## src/rtl/wb_io_responder.sv

```systemverilog
// Wishbone B3 IO slave terminating the CPU IO bus: POST-code port, debug console
// byte FIFO with status/control port, and deterministic replies for unmapped ports.
module wb_io_responder #(
    parameter int unsigned WAIT_STATES  = 0,
    parameter int unsigned FIFO_DEPTH   = 16,
    parameter bit          ERR_UNMAPPED = 1'b0
) (
    input  logic        wb_clk_i,
    input  logic        wb_rst_ni,
    input  logic [15:0] wb_adr_i,
    input  logic [31:0] wb_dat_i,
    input  logic [3:0]  wb_sel_i,
    input  logic        wb_we_i,
    input  logic        wb_cyc_i,
    input  logic        wb_stb_i,
    input  logic [2:0]  wb_cti_i,
    input  logic [1:0]  wb_bte_i,
    output logic [31:0] wb_dat_o,
    output logic        wb_ack_o,
    output logic        wb_err_o,
    output logic        wb_rty_o,
    output logic [7:0]  post_code_o,
    output logic [7:0]  con_data_o,
    output logic        con_valid_o,
    input  logic        con_ready_i,
    output logic        con_overflow_o
);

    localparam int unsigned AW         = (FIFO_DEPTH > 1) ? $clog2(FIFO_DEPTH) : 1;
    localparam logic [AW-1:0] PTR_ONE  = AW'(1);
    localparam logic [4:0]  FULL_COUNT = 5'(FIFO_DEPTH);
    localparam logic [3:0]  WAIT_LOAD  = (WAIT_STATES > 0) ? 4'(WAIT_STATES - 1) : 4'd0;
    localparam logic [13:0] WORD_POST  = 14'h0020;
    localparam logic [13:0] WORD_CON   = 14'h003A;

    typedef enum logic [1:0] {S_IDLE, S_WAIT, S_RESP} state_t;

    state_t      state;
    logic [3:0]  wait_cnt;
    logic [13:0] lat_word;
    logic        lat_we;
    logic [3:0]  lat_sel;
    logic [7:0]  lat_post;
    logic [7:0]  lat_con;
    logic        lat_clr;

    logic [7:0]    fifo_mem [FIFO_DEPTH];
    logic [AW-1:0] wptr;
    logic [AW-1:0] rptr;
    logic [4:0]    count;
    logic          overflow;

    logic [13:0] req_word;
    logic        req_we;
    logic [3:0]  req_sel;
    logic [7:0]  req_post;
    logic [7:0]  req_con;
    logic        req_clr;
    logic        commit;
    logic        hit_post;
    logic        hit_con;
    logic        unmapped;
    logic        resp_err;
    logic [31:0] rdata;
    logic        wr_post;
    logic        push_req;
    logic        clr_ovf;
    logic        pop;
    logic        full;
    logic        push_ok;
    logic        drop;
    logic        unused_bits;

    assign unused_bits = ^{wb_cti_i, wb_bte_i, wb_adr_i[1:0], wb_dat_i[31:24], wb_dat_i[22:16]};

    // With no wait states the request commits on its sampling edge, so decode the live bus;
    // otherwise decode the copy latched when the request was accepted.
    always_comb begin
        req_word = lat_word;
        req_we   = lat_we;
        req_sel  = lat_sel;
        req_post = lat_post;
        req_con  = lat_con;
        req_clr  = lat_clr;
        if (state == S_IDLE) begin
            req_word = wb_adr_i[15:2];
            req_we   = wb_we_i;
            req_sel  = wb_sel_i;
            req_post = wb_dat_i[7:0];
            req_con  = wb_dat_i[15:8];
            req_clr  = wb_dat_i[23];
        end
    end

    always_comb begin
        commit = 1'b0;
        case (state)
            S_IDLE:  commit = (WAIT_STATES == 0) && wb_cyc_i && wb_stb_i;
            S_WAIT:  commit = wb_cyc_i && (wait_cnt == '0);
            default: commit = 1'b0;
        endcase
    end

    assign hit_post = (req_word == WORD_POST);
    assign hit_con  = (req_word == WORD_CON);
    assign unmapped = !hit_post && !hit_con;
    assign resp_err = unmapped && ERR_UNMAPPED && (req_sel != '0);

    assign wr_post  = commit && req_we && hit_post && req_sel[0];
    assign push_req = commit && req_we && hit_con && req_sel[1];
    assign clr_ovf  = commit && req_we && hit_con && req_sel[2] && req_clr;

    assign con_valid_o    = (count != '0);
    assign con_data_o     = con_valid_o ? fifo_mem[rptr] : '0;
    assign con_overflow_o = overflow;
    assign wb_rty_o       = 1'b0;

    assign pop     = con_valid_o && con_ready_i;
    assign full    = (count == FULL_COUNT);
    assign push_ok = push_req && (!full || pop);
    assign drop    = push_req && full && !pop;

    always_comb begin
        rdata = '0;
        if (unmapped) begin
            rdata = '1;
        end else if (hit_post) begin
            rdata[7:0] = req_sel[0] ? post_code_o : 8'h00;
        end else begin
            rdata[15:8]  = req_sel[1] ? 8'hE9 : 8'h00;
            rdata[23:16] = req_sel[2] ? {overflow, 2'b00, count} : 8'h00;
        end
    end

    always_ff @(posedge wb_clk_i or negedge wb_rst_ni) begin
        if (!wb_rst_ni) begin
            state    <= S_IDLE;
            wait_cnt <= '0;
            lat_word <= '0;
            lat_we   <= 1'b0;
            lat_sel  <= '0;
            lat_post <= '0;
            lat_con  <= '0;
            lat_clr  <= 1'b0;
            wb_ack_o <= 1'b0;
            wb_err_o <= 1'b0;
            wb_dat_o <= '0;
        end else begin
            case (state)
                S_IDLE: begin
                    if (wb_cyc_i && wb_stb_i) begin
                        lat_word <= wb_adr_i[15:2];
                        lat_we   <= wb_we_i;
                        lat_sel  <= wb_sel_i;
                        lat_post <= wb_dat_i[7:0];
                        lat_con  <= wb_dat_i[15:8];
                        lat_clr  <= wb_dat_i[23];
                        if (WAIT_STATES == 0) begin
                            state <= S_RESP;
                        end else begin
                            state    <= S_WAIT;
                            wait_cnt <= WAIT_LOAD;
                        end
                    end
                end
                S_WAIT: begin
                    if (!wb_cyc_i) begin
                        state <= S_IDLE;
                    end else if (wait_cnt == '0) begin
                        state <= S_RESP;
                    end else begin
                        wait_cnt <= wait_cnt - 4'd1;
                    end
                end
                S_RESP:  state <= S_IDLE;
                default: state <= S_IDLE;
            endcase
            wb_ack_o <= commit && !resp_err;
            wb_err_o <= commit && resp_err;
            wb_dat_o <= (commit && !resp_err) ? rdata : '0;
        end
    end

    always_ff @(posedge wb_clk_i or negedge wb_rst_ni) begin
        if (!wb_rst_ni) begin
            post_code_o <= '0;
            wptr        <= '0;
            rptr        <= '0;
            count       <= '0;
            overflow    <= 1'b0;
        end else begin
            if (wr_post) begin
                post_code_o <= req_post;
            end
            if (push_ok) begin
                wptr <= wptr + PTR_ONE;
            end
            if (pop) begin
                rptr <= rptr + PTR_ONE;
            end
            case ({push_ok, pop})
                2'b10:   count <= count + 5'd1;
                2'b01:   count <= count - 5'd1;
                default: count <= count;
            endcase
            // Clear wins when one access both drops a byte and clears the flag.
            if (clr_ovf) begin
                overflow <= 1'b0;
            end else if (drop) begin
                overflow <= 1'b1;
            end
        end
    end

    always_ff @(posedge wb_clk_i) begin
        if (push_ok) begin
            fifo_mem[wptr] <= req_con;
        end
    end

endmodule

```

## config.mk

```make
export PLATFORM = sky130hd
export DESIGN_NAME = wb_io_responder
export DESIGN_NICKNAME = d
export VERILOG_FILES = /design/src/rtl/wb_io_responder.sv
export SDC_FILE = /design/constraint.sdc
export NUM_CORES = 1
export LEC_CHECK = 0
export ABC_AREA = 1
export BUFFER_PORTS_ARGS = -buffer_cell sky130_fd_sc_hd__buf_2
export CORE_AREA = 2 2 127 129
export CTS_BUF_LIST = sky130_fd_sc_hd__clkbuf_16
export CTS_CLUSTER_DIAMETER = 80
export DETAILED_ROUTE_END_ITERATION = 10
export DIE_AREA = 0 0 129 131
export PLACE_DENSITY = 0.79
export SLEW_MARGIN = 5
export SYNTH_ARGS = -nofsm -noshare
export SYNTH_HDL_FRONTEND = slang
export SYNTH_SLANG_ARGS = --single-unit
```

## constraint.sdc

```tcl
create_clock -name wb_clk_i -period 4.25 [get_ports wb_clk_i]
set_input_delay 0.425 -clock wb_clk_i [delete_from_list [all_inputs] [get_ports wb_clk_i]]
set_output_delay 0.425 -clock wb_clk_i [all_outputs]
set_load 0.01 [all_outputs]
```

Word-level counts from Yosys, hierarchy flattened
Memories as Yosys holds them, arrays and structs flattened.
Cells that the tools add are included.
{ "totals": {"ff_bits": 96, "in_bits": 63, "mem_bits_rw": 128, "n_memories": 1} }
{ "classes": {"muxes": 25, "reduce_logical": 27, "addsub": 5, "eq_ne": 8, "bitwise_logic": 1} }
{ "mem_list": {"columns": ["name", "depth", "word_bits", "rd", "rd_clocked_by_memory_dff", "write_ports", "line", "rtl"], "rows": [
  ["fifo_mem", 16, 8, 1, 0, 1, "47", "logic [7:0] fifo_mem [FIFO_DEPTH];"]
]} }
{ "ops": {"columns": ["operator", "n"], "rows": [
  ["2-to-1 mux 8 bit", 8],
  ["2-to-1 mux 32 bit", 1],
  ["equality test 14 x 6 -> 1 bit, second input constant", 2],
  ["2-to-1 mux 24 bit", 1],
  ["2-to-1 mux 16 bit", 1],
  ["logical AND 1 bit", 14],
  ["2-to-1 mux 14 bit", 1],
  ["one-hot mux 5 bit (2 select lines)", 1],
  ["adder 4 x 1 -> 4 bit, second input constant", 2],
  ["2-to-1 mux 1 bit", 6],
  ["2-to-1 mux 2 bit", 3],
  ["adder 5 x 1 -> 5 bit, second input constant", 1],
  ["equality test 5 bit, second input constant", 1],
  ["nonzero test 5 bit", 1],
  ["subtractor 5 x 1 -> 5 bit, second input constant", 1],
  ["equality test 2 x 1 -> 1 bit, second input constant", 2],
  ["zero test 1 bit", 4],
  ["zero test 4 bit", 1],
  ["one-hot mux 2 bit (2 select lines)", 1],
  ["AND reduction 2 bit", 2],
  ["nonzero test 2 bit", 2],
  ["subtractor 4 x 1 -> 4 bit, second input constant", 1],
  ["2-to-1 mux 3 bit", 1],
  ["inequality test 3 bit, second input constant", 1],
  ["7 further kinds", 7]
]} }

Depth between registers and ports, before layout
{ "depth": {"ltp_word": 10, "depth_mapped": 19} }

Worst setup path before layout
OpenSTA, ideal clock, no wires.
{ "synth_path": {"path_kind": "register to register", "from": "register state[1]", "to": "register count[4]", "arrival_ps": 2364, "setup_time_ps": 117, "required_ps": 4133, "setup_slack_ps": 1769, "path_stages_with_launch": 20, "cell_sequence": "dfrtp_1 > inv_2 > buf_4 > nand2_1 > nand2_1 > nand2_1 > nor2_2 > nand3_4 > nor2_4 > nand2_2 > nand2_2 > inv_1 > ha_1 > a21o_1 > a31oi_1 > inv_1 > nand2_1 > nand2_1 > nand2_1 > nand2_1"} }
{ "synth_via": {"elab_chain_cells": 8, "word_cells_on_any_way": 15, "cone_classes": "eq/ne (4); mux (5); reduce/logical (6)"} }
{ "synth_lines": {"columns": ["element", "line", "rtl"], "rows": [
  ["from (decl)", "38", "state_t state;"],
  ["from (signal assigned)", "137", "state <= S_IDLE;"],
  ["from (signal assigned)", "159", "state <= S_RESP;"],
  ["from (signal assigned)", "161", "state <= S_WAIT;"],
  ["zero test 2 bit or equality test 2 x 1 -> 1 bit (tied branches)", "85, 97", null],
  ["2-to-1 mux 14 bit, or another cell as far along", "85", "if (state == S_IDLE) begin"],
  ["equality test 14 x 6 -> 1 bit or logical AND 1 bit (tied branches)", "105, 110", null],
  ["logical AND 1 bit", "110", "assign push_req = commit && req_we && hit_con && req_sel[1];"],
  ["logical AND 1 bit *", "110", null],
  ["logical AND 1 bit *", "120", "assign push_ok = push_req && (!full || pop);"],
  ["equality test 2 x 1 -> 1 bit or equality test 2 bit (tied branches)", "201", "case ({push_ok, pop})"],
  ["one-hot mux 5 bit (2 select lines) or nonzero test 2 bit (tied branches)", null, null],
  ["to (signal assigned)", "202", "2'b10: count <= count + 5'd1;"],
  ["to (signal assigned)", "203", "2'b01: count <= count - 5'd1;"],
  ["to (signal assigned)", "204", "default: count <= count;"],
  ["to (decl)", "50", "logic [4:0] count;"]
]} }
Mark *: on every way between the ends. The rest lies on a longest branch, timed or not.
A chain may end at the register's enable or synchronous reset.

Worst setup path after layout
{ "layout_path": {"from": "register state[1]", "to": "memory fifo_mem[8][3] (enable)"} }
{ "layout_via": {"elab_chain_cells": 8, "word_cells_on_any_way": 13, "cone_classes": "eq/ne (2); mux (6); reduce/logical (5)"} }
{ "layout_lines": {"columns": ["element", "line", "rtl"], "rows": [
  ["zero test 2 bit or equality test 2 x 1 -> 1 bit (tied branches)", "85, 97", null],
  ["2-to-1 mux 14 bit, or another cell as far along", "85", null],
  ["equality test 14 x 6 -> 1 bit or logical AND 1 bit (tied branches)", "105, 110", null],
  ["logical AND 1 bit", "110", null],
  ["logical AND 1 bit *", "110", null],
  ["logical AND 1 bit *", "120", null],
  ["2-to-1 mux 1 bit *", "216", "if (push_ok) begin"],
  ["2-to-1 mux 1 bit (implied by the code) *", "217", "fifo_mem[wptr] <= req_con;"],
  ["to (decl)", "47", null]
]} }
Marked as above.

==> flow_summary.yaml <==
power:
  power_density_nw_per_um2: 549
  vdd_drop_max_uv: 338
  fin_total_pwr_mw: 5.41
  p_leak_nw: 4.16
clock_network:
  htree_levels: 1
  cts_setup_buffers: 0
  clkSinkCount: 202
  clk_pin_slew_ps: 60
  cts_buffers: 20
  cts_root_buf: "clkbuf_16"
  ctsLongestPathBuffers: 3
  cts_tree: "done"
  hold_buffers: 0
  clk_latency_ps: 500
  cts_resized: 0
yosys:
  synth_compound_area_share_pct: 11.2
  avgSynthCellArea_sq_um: 10.8
  synthTopCellsByArea: "edfxtp_1 44%, dfrtp_1 21%, nand2_1 6.3%, o21ai_0 6.1%, nor2_1 4.6%"
  syn_area_sq_um: 8640
  netlist-cell-type-count: 36
  yosys-top-cells-count: "145 x nand2_1, 128 x edfxtp_1, 106 x o21ai_0"
  yosysWarnings: 0
  synth_edf_count: 128
  ys_seq_area_share_pct: 65.9
  yosysTopAreaCellShare_pct: 44.5
  synthMuxAreaShare_pct: 0.927
  syn_inst: 802
  synthSimpleGateAreaFrac_pct: 14.1
  yosys.cell_count.top_type: "nand2_1"
  synthAdderAreaFrac_pct: 1.39
  synth-xor-area-share_pct: 0.811
  yosys.area.top_type: "edfxtp_1"
  yosys_register_bits: 202
  ys.flop_type: "edfxtp_1"
  synth_top_family_by_area: "simple AND/OR/NAND/NOR gates"
  synthArstFlopShare_pct: 36.6
routing:
  drtAntennaViolNets: 0
  wl_per_cell_microns: 17.0
  vias: 6048
  drc: 0
  vias_per_cell: 5.42
  drt-initial-drc-count: 629
  drt_wl_total_mm: 19.0
  first_pass_iters: 6
placed_design:
  port_buffers: 90
  dpl.hpwl_mm: 11.7
  gp_congestion: 0.798
  place_area_sq_um: 9280
timing:
  post-route-period-util_pct: 74.3
  fin_setup_tns_ps: 0
  fin_skew_ps: 15.9
  worstMarginPinSlew_ps: 909
  holdWs_ps: 76.5
  fin_crit_ps: 3160
  setup_violations: 0
  relSlewSlack_pct: 39.4
  clock.fmax_mhz: 317
  drv_slew: 0
  rsz0062_at_grt: "no"
  final-hold-violation-count: 0
setup_path:
  cp_num_buf_inv: 1
  crit_chain: "buf_4, nand2_1, nand2_1, nand2_1, nor2_2, nand3_4, nor2_4, nand2_2, nor2_4, nand2_1, nor2_1"
  critPathLaunchType: "register"
  cp_slowest_cell: "nor2_1"
  critPathRequiredTime_ps: 4370
  cpPeakStageDelay_ps: 700
  setup.worst_path.class: "reg2reg"
  crit_path_frequent_cell: "nand2_1"
  crit_path_end_kind: "register"
  crit_family: "simple AND/OR/NAND/NOR gates"
  cp_max_fo: 12
  arrival_ps: 3280
global_route:
  gr-total-overflow: 0
  antenna_found_initial: 0
  grt_use_met1_pct: 30.6
  grt_pass1_vias: 5768
  grt_pass1_wl_mm: 29.5
  grt_use_met2_pct: 38.5
  use_met3_pct: 3.42
  top_usage_layer: "met2"
  grt_max_degree: 75
  grt.total_usage_pct: 22.6
cells_and_area:
  regArea_sq_um: 5700
  areaGrowthSynthToFinish_pct: 14.1
  final_cell_area_sq_um: 9860
  fin_util_pct: 63.2
  multiInputGateArea_sq_um: 2470
  drive_above_1_share_pct: 17.3
  nNetsFinal: 958
  antenna_cells: 0
  fillers: 1202
floorplan:
  initial_core_util_pct: 55.4
  die_y_microns: 131
  core-area_sq_um: 15600
  ios: 116
  row_count: 46
  dieArea_sq_um: 16900
  die_w_microns: 129
worst_hold_path:
  hp-class: "in2async"
flow_run:
  drv_cap: 0
outcome:
  outcome: "complete, no violations"
[flip-flops by register name, indices dropped and copies added, names as in the netlist, 3 cells and up]
signal       cells
lat_con          8
rptr             4
lat_sel          3
post_code_o      8
wb_dat_o        16
lat_post         8
wptr             4
fifo_mem       128
count            5
lat_word        14
[per-layer routing]
layer	vias up	part of all wire, %
met5	-	0
met4	0	1.7
met3	27	7.3
met2	221	50
met1	2890	41
li1	2910	-
[power by group]
| group | switching (mW) | internal (mW) | total (mW) |
|---|---|---|---|
| Combinational | 1.04 | 0.508 | 1.55 |
| Clock | 0.713 | 0.858 | 1.57 |
| Sequential | 0.0763 | 2.21 | 2.29 |
[worst paths after layout]
path | to | slack (ps) | start | cells past startpoint
setup / recovery | fifo_mem[8][3] | 1090 | state[1] | 11
hold / removal | rptr[1] | 80 | wb_rst_ni | 1
setup reg to reg | fifo_mem[8][3] | 1090 | state[1] | 11
hold reg to reg | lat_post[6] | 480 | lat_post[6] | 2
max in group asynchronous | rptr[0] | 3560 | wb_rst_ni | 1
min in group wb_clk_i | lat_word[4] | 140 | wb_adr_i[6] | 3
[layout make-up]
| type | instances | area share (%) |
|---|---|---|
| tap | 216 | 2.74 |
| clock inverter | 16 | 0.812 |
| sequential | 202 | 57.8 |
| timing repair buffer | 116 | 6.58 |
| inverter | 52 | 1.98 |
| clock buffer | 20 | 5.08 |
| multi-input combinational | 494 | 25.0 |
[metrics by stage]
step                      cells  setup WS [ps]
after floorplan             803           1770
after global placement     1080           1210
after detailed placement   1080           1120
after CTS                  1116           1080
after global routing       1116            815
final                      1116           1090
[cells by family after synthesis]
logic type / after synthesis
flip-flops: 202
XOR/XNOR: 8
AO/OA/AOI/OAI: 171
buffers and inverters: 107
other: 1
adder cells (fa/ha/maj): 9
multiplexers: 8
AND/OR/NAND/NOR: 296
[worst register-to-register path, cell delays in order, from the launching register on]
cell     delay (ps)
dfrtp_1         580
buf_4           310
nand2_1          70
nand2_1          90
nand2_1          80
nor2_2          150
nand3_4         160
nor2_4          160
nand2_2         100
nor2_4          220
nand2_1         170
nor2_1          700
[cells in the final DEF (no fill, tap or decap), types with 4 or more instances in the layout]
cell type	instances
nor3_1	5
nand3_1	25
edfxtp_1	128
xor2_1	7
buf_4	27
buf_2	89
clkinv_1	6
dfrtp_1	73
a21oi_1	25
nand2_2	4
inv_1	55
ha_1	8
o21ai_0	106
o22ai_1	6
o221ai_1	26
nand2_1	145
nor2_1	105
mux2i_1	8
clkbuf_16	20
o21ai_1	4
Power figures use the tool's default switching activity.
